<file path="src/rtl/fetch_unit_if.sv">
// Fetch-side bus bundle: instruction memory port, redirect request and decode handshake.
// The master modport is the fetch unit; the slave modport is its environment.
interface fetch_unit_if #(
  parameter int DATA_WIDTH = 32
);
  logic [DATA_WIDTH-1:0] imem_addr_o;
  logic [DATA_WIDTH-1:0] imem_instr_i;
  logic                  redirect_valid_i;
  logic [DATA_WIDTH-1:0] redirect_pc_i;
  logic                  instr_valid_o;
  logic                  instr_ready_i;
  logic [DATA_WIDTH-1:0] instr_o;
  logic [DATA_WIDTH-1:0] pc_o;

  modport master (
    output imem_addr_o,
    input  imem_instr_i,
    input  redirect_valid_i,
    input  redirect_pc_i,
    output instr_valid_o,
    input  instr_ready_i,
    output instr_o,
    output pc_o
  );

  modport slave (
    input  imem_addr_o,
    output imem_instr_i,
    output redirect_valid_i,
    output redirect_pc_i,
    input  instr_valid_o,
    output instr_ready_i,
    input  instr_o,
    input  pc_o
  );
endinterface

</file>
<file path="src/rtl/fetch_unit.sv">
// Instruction fetch: owns the PC, reads the combinational instruction memory and queues
// {pc, instr} pairs in a small FIFO for decode. Redirects flush; ebreak stops fetching.
module fetch_unit #(
  parameter int                    DATA_WIDTH = 32,
  parameter logic [DATA_WIDTH-1:0] RESET_PC   = '0,
  parameter int                    BUF_DEPTH  = 2
) (
  input  logic            clk,
  input  logic            rst_n,
  fetch_unit_if.master    bus,
  output logic            halted_o,
  output logic            misalign_o
);

  localparam int PTR_W = $clog2(BUF_DEPTH);
  localparam int CNT_W = PTR_W + 1;
  localparam logic [DATA_WIDTH-1:0] NOP_WORD    = DATA_WIDTH'(32'h0000_0013);
  localparam logic [DATA_WIDTH-1:0] EBREAK_WORD = DATA_WIDTH'(32'h0010_0073);

  typedef enum logic {RUN, HALT} state_e;

  state_e                state_q, state_d;
  logic [DATA_WIDTH-1:0] pc_q, pc_d;
  logic [CNT_W-1:0]      count_q, count_d;
  logic [PTR_W-1:0]      rd_ptr_q, rd_ptr_d;
  logic [PTR_W-1:0]      wr_ptr_q, wr_ptr_d;
  logic                  misalign_q, misalign_d;

  logic [DATA_WIDTH-1:0] buf_pc_q    [BUF_DEPTH];
  logic [DATA_WIDTH-1:0] buf_instr_q [BUF_DEPTH];

  logic not_empty;
  logic has_room;
  logic pop;
  logic push;

  assign not_empty = (count_q != '0);
  assign has_room  = (count_q != CNT_W'(BUF_DEPTH));

  // A redirect hides the head so nothing can be consumed while the FIFO is flushed.
  assign bus.instr_valid_o = not_empty && !bus.redirect_valid_i;
  assign pop  = bus.instr_valid_o && bus.instr_ready_i;
  assign push = (state_q == RUN) && !bus.redirect_valid_i && (has_room || pop);

  always_comb begin
    // NOTE: every variable gets a default first so no path leaves it unassigned (no latch).
    state_d    = state_q;
    pc_d       = pc_q;
    count_d    = count_q;
    rd_ptr_d   = rd_ptr_q;
    wr_ptr_d   = wr_ptr_q;
    misalign_d = 1'b0;

    if (bus.redirect_valid_i) begin
      state_d    = RUN;
      pc_d       = {bus.redirect_pc_i[DATA_WIDTH-1:2], 2'b00};
      count_d    = '0;
      rd_ptr_d   = '0;
      wr_ptr_d   = '0;
      misalign_d = |bus.redirect_pc_i[1:0];
    end else begin
      if (pop) begin
        rd_ptr_d = rd_ptr_q + PTR_W'(1);
      end
      if (push) begin
        wr_ptr_d = wr_ptr_q + PTR_W'(1);
        pc_d     = pc_q + DATA_WIDTH'(4);
        if (bus.imem_instr_i == EBREAK_WORD) begin
          state_d = HALT;
        end
      end
      count_d = count_q + CNT_W'(push) - CNT_W'(pop);
    end
  end

  always_ff @(posedge clk or negedge rst_n) begin
    if (!rst_n) begin
      state_q    <= RUN;
      pc_q       <= RESET_PC;
      count_q    <= '0;
      rd_ptr_q   <= '0;
      wr_ptr_q   <= '0;
      misalign_q <= 1'b0;
    end else begin
      // NOTE: non-blocking assignments so every register samples pre-edge values.
      state_q    <= state_d;
      pc_q       <= pc_d;
      count_q    <= count_d;
      rd_ptr_q   <= rd_ptr_d;
      wr_ptr_q   <= wr_ptr_d;
      misalign_q <= misalign_d;
    end
  end

  // NOTE: storage is not reset; count_q alone decides which entries are meaningful.
  always_ff @(posedge clk) begin
    if (push) begin
      buf_pc_q[wr_ptr_q]    <= pc_q;
      buf_instr_q[wr_ptr_q] <= bus.imem_instr_i;
    end
  end

  assign bus.imem_addr_o = pc_q;
  assign bus.instr_o     = not_empty ? buf_instr_q[rd_ptr_q] : NOP_WORD;
  assign bus.pc_o        = not_empty ? buf_pc_q[rd_ptr_q] : '0;
  assign halted_o        = (state_q == HALT);
  assign misalign_o      = misalign_q;

endmodule

</file>
<file path="src/flat_wrapper.sv">
// flat-port wrapper written by rule: the top's interface ports become plain ports
module fetch_unit_flat 
#(
  parameter int                    DATA_WIDTH = 32,
  parameter logic [DATA_WIDTH-1:0] RESET_PC   = '0,
  parameter int                    BUF_DEPTH  = 2
)
  (clk, rst_n, halted_o, misalign_o, bus_imem_addr_o, bus_imem_instr_i, bus_redirect_valid_i, bus_redirect_pc_i, bus_instr_valid_o, bus_instr_ready_i, bus_instr_o, bus_pc_o);
  fetch_unit_if #(.DATA_WIDTH(DATA_WIDTH)) bus_i ();
  input  logic clk;
  input  logic rst_n;
  output logic halted_o;
  output logic misalign_o;
  output wire logic [$bits(bus_i.imem_addr_o)-1:0] bus_imem_addr_o;
  input wire logic [$bits(bus_i.imem_instr_i)-1:0] bus_imem_instr_i;
  input wire logic [$bits(bus_i.redirect_valid_i)-1:0] bus_redirect_valid_i;
  input wire logic [$bits(bus_i.redirect_pc_i)-1:0] bus_redirect_pc_i;
  output wire logic [$bits(bus_i.instr_valid_o)-1:0] bus_instr_valid_o;
  input wire logic [$bits(bus_i.instr_ready_i)-1:0] bus_instr_ready_i;
  output wire logic [$bits(bus_i.instr_o)-1:0] bus_instr_o;
  output wire logic [$bits(bus_i.pc_o)-1:0] bus_pc_o;
  assign bus_imem_addr_o = bus_i.imem_addr_o;
  assign bus_i.imem_instr_i = bus_imem_instr_i;
  assign bus_i.redirect_valid_i = bus_redirect_valid_i;
  assign bus_i.redirect_pc_i = bus_redirect_pc_i;
  assign bus_instr_valid_o = bus_i.instr_valid_o;
  assign bus_i.instr_ready_i = bus_instr_ready_i;
  assign bus_instr_o = bus_i.instr_o;
  assign bus_pc_o = bus_i.pc_o;
  fetch_unit #(.DATA_WIDTH(DATA_WIDTH), .RESET_PC(RESET_PC), .BUF_DEPTH(BUF_DEPTH)) u_core (.clk(clk), .rst_n(rst_n), .bus(bus_i), .halted_o(halted_o), .misalign_o(misalign_o));
endmodule
</file>
<file path="config.mk">
export PLATFORM = sky130hd
export DESIGN_NAME = fetch_unit_flat
export DESIGN_NICKNAME = d
export VERILOG_FILES = /design/src/rtl/fetch_unit_if.sv /design/src/rtl/fetch_unit.sv /design/src/flat_wrapper.sv
export SDC_FILE = /design/constraint.sdc
export NUM_CORES = 1
export LEC_CHECK = 0
export BUFFER_PORTS_ARGS = -buffer_cell sky130_fd_sc_hd__buf_2
export CORE_UTILIZATION = 50
export DETAILED_ROUTE_END_ITERATION = 6
export PLACE_DENSITY = 0.81
export SETUP_SLACK_MARGIN = 0.2
export SLEW_MARGIN = 25
export SYNTH_ARGS = -nofsm -noshare
export SYNTH_HDL_FRONTEND = slang
export SYNTH_SLANG_ARGS = --single-unit
export TNS_END_PERCENT = 100
</file>
<file path="constraint.sdc">
create_clock -name clk -period 11.45 [get_ports clk]
set_input_delay 2.8625 -clock clk [delete_from_list [all_inputs] [get_ports clk]]
set_output_delay 2.8625 -clock clk [all_outputs]
set_load 0.01 [all_outputs]
</file>
==> results.json, run 1 <==
{
  "status": "completed",
  "critical_path_arrival_ps": 3740,
  "yosysUniqueCellTypes": 46,
  "num_io_pins": 167,
  "die-area_um2": 14240,
  "async_flop_share_pct": 22.50,
  "critPathMaxFanout": 49,
  "n_antenna_cell": 0,
  "pre_cts_ws_ps": 4834,
  "maxSlewHeadroom_pct": 34.90,
  "final_cell_count_no_fill": 867,
  "finalWorstSetupSlack_ps": 4844,
  "power_density_nw_per_um2": 183.6,
  "grt-ovfl-total": 0,
  "vias": 4813,
  "ant_nets": 0,
  "synth-edff-count": 124,
  "critPathRequiredTime_ps": 8590,
  "synthesis.area_um2": 6883,
  "syn_inst": 522,
  "cts.path.max_buffers": 2,
  "antenna_found_initial": 0,
  "grt_pass1_vias": 4693,
  "hold_class": "reg2reg",
  "viasPerCell": 5.551,
  "placed_cells": 835,
  "yosysSeqAreaShare_pct": 67.19,
  "reg2regPathDepth": 4,
  "max_freq_mhz": 151.4,
  "yosys_most_used_dff": "edfxtp_1",
  "cts.htree.levels": 4,
  "dpl.hpwl_um": 9925,
  "final-seq-area_um2": 4628,
  "grt_max_degree": 50,
  "worst_slew_pin_slew_ps": 975.4,
  "fin_nets": 748,
  "port_buffers": 162,
  "ir_drop_uv": 110.5,
  "clk_pin_slew_worst_paths_ps": 60,
  "clk_latency_ps": 420,
  "period_share_pct": 57.70,
  "die_w_um": 119.3,
  "initial_core_util_pct": 51.57,
  "synth_area_leaders": "edfxtp_1, dfrtp_1, mux2i_1",
  "drtIter0Drc": 277,
  "slew_violations": 0,
  "drive_gt1_share_pct": 29.09,
  "routabilityCongestion": 0.8433,
  "drc_errors": 0,
  "drtPass1Iterations": 5,
  "fillCellCount": 1044,
  "ys_ff_latch": 160,
  "setup_viol": 0,
  "core_um2": 13350,
  "yosysWarnings": 0,
  "fin_setup_tns_ps": 0,
  "cts_num_sinks": 160,
  "critPathKind": "in2out",
  "crit_path_start_kind": "input pin",
  "yosys-top-cells-count": "edfxtp_1, nor2_1, mux2i_1",
  "synth.avg_cell_area_um2": 13.19,
  "cts_resized": 0,
  "holdPathStages": 0,
  "synth_top_area_share_pct": 54.10,
  "yosysTopAreaCell": "edfxtp_1",
  "post_cts_buffers": 0,
  "wl_um": 14960,
  "end_kind": "primary output",
  "synth_most_common_cell": "edfxtp_1",
  "power.leakage_uw": 0.003263,
  "cts_root_buffer": "clkbuf_16",
  "cts_tree": "yes",
  "die_h_um": 119.3,
  "grt_pass1_wl_um": 23490,
  "hold_viol": 0,
  "period_needed_ps": 6606,
  "gr-usage-all-layers_pct": 22.00,
  "rows": 42,
  "max-cap-violations": 0,
  "area_delta_synth_final_pct": 22.16,
  "cts_made_buffers": 17,
  "wl_per_cell_um": 17.26,
  "fin_skew_ps": 6.191,
  "multi_input_area_um2": 2113,
  "ctsHoldBuffers": 0,
  "rsz0062_at_grt": "false"
}
==> power by group <==
group | leakage [µW] | internal [µW] | switching [µW] | total, µW
sequential | 0.00159 | 688 | 48.0 | 736
combinational | 0.00140 | 114 | 162 | 276
clock | 0.000277 | 329 | 203 | 532
total | 0.00326 | 1130 | 413 | 1540
==> registers in the layout, indices dropped and copies added, names as in the netlist <==
signal / count
u_core.buf_instr_q: 64
u_core.count_q: 2
u_core.halted_o: 1
u_core.misalign_o: 1
u_core.rd_ptr_q: 1
u_core.bus.imem_addr_o: 30
u_core.wr_ptr_q: 1
u_core.buf_pc_q: 60
==> layout by cell type, fill, tap and decap left out, drive strengths merged, types with 2 or more instances in the layout <==
cell type,count
a31oi,11
and2,2
and3,2
buf,167
bufinv,2
clkbuf,24
clkinv,6
conb,4
dfrtp,36
edfxtp,124
ha,2
inv,7
mux2i,63
nand2,29
nand2b,3
nand3,12
nand4,10
nor2,80
nor2b,4
nor3,4
nor3b,2
nor4,8
nor4b,3
nor4bb,2
o211ai,8
o21a,2
o21ai,15
o31ai,10
o41ai,3
or3,5
or4,19
xnor2,8
xor2,4
==> routing by layer <==
metal	share of wire, %	wire (µm)	GRT usage [%]
met5	0	0	0
met4	2.6	385	11.41
met3	5.8	866	4.598
met2	49	7341	36.16
met1	43	6371	27.54
==> kinds of logic (layout without fill, tap and decap cells) <==
logic type / Yosys count / in the layout / synth area share [%]
AOI/OAI and AO/OA: 54 / 54 / 5.217
xor gates and xnor gates: 12 / 12 / 1.527
adders and majority gates: 2 / 2 / 0.3635
buffers and inverters: 40 / 206 / 2.563
DFF: 160 / 160 / 67.19
muxes: 63 / 63 / 9.162
other: 1 / 4 / 0.05448
and+or+nand+nor: 190 / 190 / 13.92
==> final cells by class <==
type	count	area share [%]
flip-flops and latches	160	55.04
repair buffers	167	10.24
clock buffers	24	5.610
multi-input cells	325	25.13
well taps	176	2.619
inverters	7	0.3125
clock inverters	8	1.042
==> path summary, 6_finish.rpt <==
check / from / endpoint / slack [ps]
max: bus_redirect_valid_i / bus_instr_valid_o / 4840
max in group asynchronous: rst_n / u_core.rd_ptr_q / 8230
min in group asynchronous: rst_n / u_core.bus.imem_addr_o[21] / 2570
min reg2reg: u_core.bus.imem_addr_o[31] / u_core.buf_pc_q[0][31] / 540
min: u_core.bus.imem_addr_o[31] / u_core.buf_pc_q[0][31] / 540
max reg2reg: u_core.count_q[0] / u_core.buf_instr_q[1][15] / 8890
==> per-stage QoR <==
step,total power (µW),util (%),hold WS (ps),instance area [µm²]
2_1_floorplan,907.1,-,524.8,6894
3_3_place_gp,1016,58.65,532.7,7829
3_5_place_dp,1027,58.80,534.9,7849
4_1_cts,1556,62.99,547.0,8408
5_1_grt,1609,62.99,554.1,8408
6_report,1544,62.99,539.9,8408
==> critical path: stages <==
cell    delay (ps)
buf_2          590
nor2_1         100
buf_2          180
(Power assumes the default switching activity.)
==> inputs of run 2 (changes only) <==
- clock period: 11.45 -> 6.2 ns (I/O delays scaled with it)
==> run 2 against run 1 <==
Die area did not move. Cell count did not move. Sequential power rose by 85%. Clock power rose by 85%. Combinational power rose by 87%. Via count barely moved. Cell area rose by 0.19%. Critical path depth did not move. Critical endpoint unchanged.
==> results.json, run 2 (synthesis gave the netlist of run 1 again) <==
{
  "min_to": "u_core.buf_pc_q[1][30]",
  "crit_path_start_kind": "input pin",
  "finish.utilization_pct": 63.11,
  "period_share_pct": 65.92,
  "wl_per_cell_um": 17.78,
  "clk_latency_ps": 410,
  "p_int_uw": 2060,
  "mostFrequentLayoutCell": "buf_2",
  "die_w_um": 119.3,
  "swShare_pct": 27.97,
  "cts_tree": "yes",
  "p_seq_share_pct": 47.5,
  "worst_slew_pin_slew_ps": 952.8,
  "placed_cells": 834,
  "vias": 4815,
  "routabilityCongestion": 0.7935,
  "grt_max_degree": 64,
  "reg2regPathDepth": 4,
  "cts_root_buffer": "clkbuf_16",
  "clkPwrFrac_pct": 34.4,
  "critPathKind": "in2out",
  "die-area_um2": 14240,
  "power_density_nw_per_um2": 339.4,
  "rows": 42,
  "core_um2": 13350,
  "power.leakage_uw": 0.003255,
  "antenna_found_initial": 0,
  "finalInstanceArea_um2": 8424,
  "pre_cts_ws_ps": 2104,
  "regMostFlops": "u_core.buf_instr_q",
  "ir_drop_uv": 202.3,
  "drive_gt1_share_pct": 29.52,
  "startpoint": "bus_redirect_valid_i",
  "viasPerCell": 5.554,
  "port_buffers": 162,
  "critical_path_arrival_ps": 2540,
  "clk_pin_slew_worst_paths_ps": 60,
  "r2r-end": "u_core.buf_instr_q[1][10]",
  "cts.htree.levels": 4,
  "ctsHoldBuffers": 0,
  "rr_startpoint": "u_core.count_q[0]",
  "fin_setup_tns_ps": 0,
  "cts_num_sinks": 160,
  "die_h_um": 119.3,
  "setup_viol": 0,
  "gr-usage-all-layers_pct": 22.20,
  "drtPass1Iterations": 5,
  "ant_nets": 0,
  "hold_class": "reg2reg",
  "cts.path.max_buffers": 2,
  "area_delta_synth_final_pct": 22.40,
  "finalWorstSetupSlack_ps": 2113,
  "cts_resized": 0,
  "initial_core_util_pct": 51.57,
  "placed_area_um2": 7838,
  "grt_pass1_wl_um": 23910,
  "fin_skew_ps": 9.471,
  "fillCellCount": 1031,
  "post_cts_buffers": 0,
  "end_kind": "primary output",
  "hold_viol": 0,
  "max_freq_mhz": 244.7,
  "fin_nets": 748,
  "rsz0062_at_grt": "false",
  "drc_errors": 0,
  "n_antenna_cell": 0,
  "dpl.hpwl_um": 10210,
  "p_sw_uw": 799.7,
  "status": "completed",
  "wl_um": 15420,
  "regToRegSetupSlack_ps": 3620,
  "comb_power_share_pct": 18.1,
  "critPathRequiredTime_ps": 4650,
  "final_cell_count_no_fill": 867,
  "holdPathStages": 0,
  "largest_register_ffs": 64,
  "num_io_pins": 167,
  "maxSlewHeadroom_pct": 36.41,
  "period_needed_ps": 4087,
  "cts_made_buffers": 17,
  "max-cap-violations": 0,
  "slew_violations": 0,
  "grt_pass1_vias": 4804,
  "grt-ovfl-total": 0,
  "critPathMaxFanout": 49,
  "drtIter0Drc": 355,
  "final_cell_mix": "buf_2, edfxtp_1, nor2_1",
  "hp-start": "u_core.bus.imem_addr_o[30]"
}
-- run 2: changes by cell type in the layout (fill, tap and decap cells not counted) --
cell,previous run,this run
bufinv_16,2,1
clkbuf_1,5,3
clkbuf_16,17,18
clkbuf_8,2,0
clkinv_1,2,1
clkinv_2,4,1
clkinv_4,0,3
clkinvlp_4,0,3
inv_6,0,2
nor4_2,1,0
nor4_4,0,1
-- run 2: worst max path at each step --
| stage | depth (start not counted) | end |
|---|---|---|
| floorplan | 3 | u_core.buf_instr_q[0][0] |
| global placement | 3 | bus_instr_valid_o |
| detailed placement | 3 | bus_instr_valid_o |
| CTS | 3 | bus_instr_valid_o |
| global route | 3 | bus_instr_valid_o |
| finish | 3 | bus_instr_valid_o |
-- run 2: power by group through the flow --
stage | clock (µW) | combinational [µW] | sequential [µW]
6_report | 983 | 516 | 1360
5_1_grt | 1050 | 561 | 1370
4_1_cts | 997 | 502 | 1380
3_5_place_dp | 0 | 498 | 1400
3_3_place_gp | 0 | 487 | 1390
2_1_floorplan | 0 | 323 | 1350
-- run 2: final cells by class --
cell class                      count  area (µm²)  share of cell area, %
Sequential cell                   160        4628                  54.94
Multi-Input combinational cell    325        2122                  25.19
Timing Repair Buffer              167       860.8                  10.22
Clock buffer                       21       461.7                  5.480
Tap cell                          176       220.2                  2.614
Clock inverter                     11       105.1                  1.248
Inverter                            7       26.28                 0.3119
-- run 2: metrics by stage --
step / total power [µW] / hold WS [ps]
6_report: 2860 / 566.5
5_1_grt: 2977 / 589.3
4_1_cts: 2876 / 559.5
3_5_place_dp: 1897 / 545.8
3_3_place_gp: 1878 / 534.3
2_1_floorplan: 1672 / 535.8
-- run 2: worst max-delay path, cell delays in order --
cell and delay (ps):
buf_2 600, nor2_1 170, buf_2 190
-- run 2: layer usage --
metal,global-route usage (%),vias to the layer above,part of all wire (%)
met5,0,-,0
met4,10.31,0,2.3
met3,4.885,26,7.1
met2,37.86,225,50
met1,26.90,2303,40
li1,-,2261,-
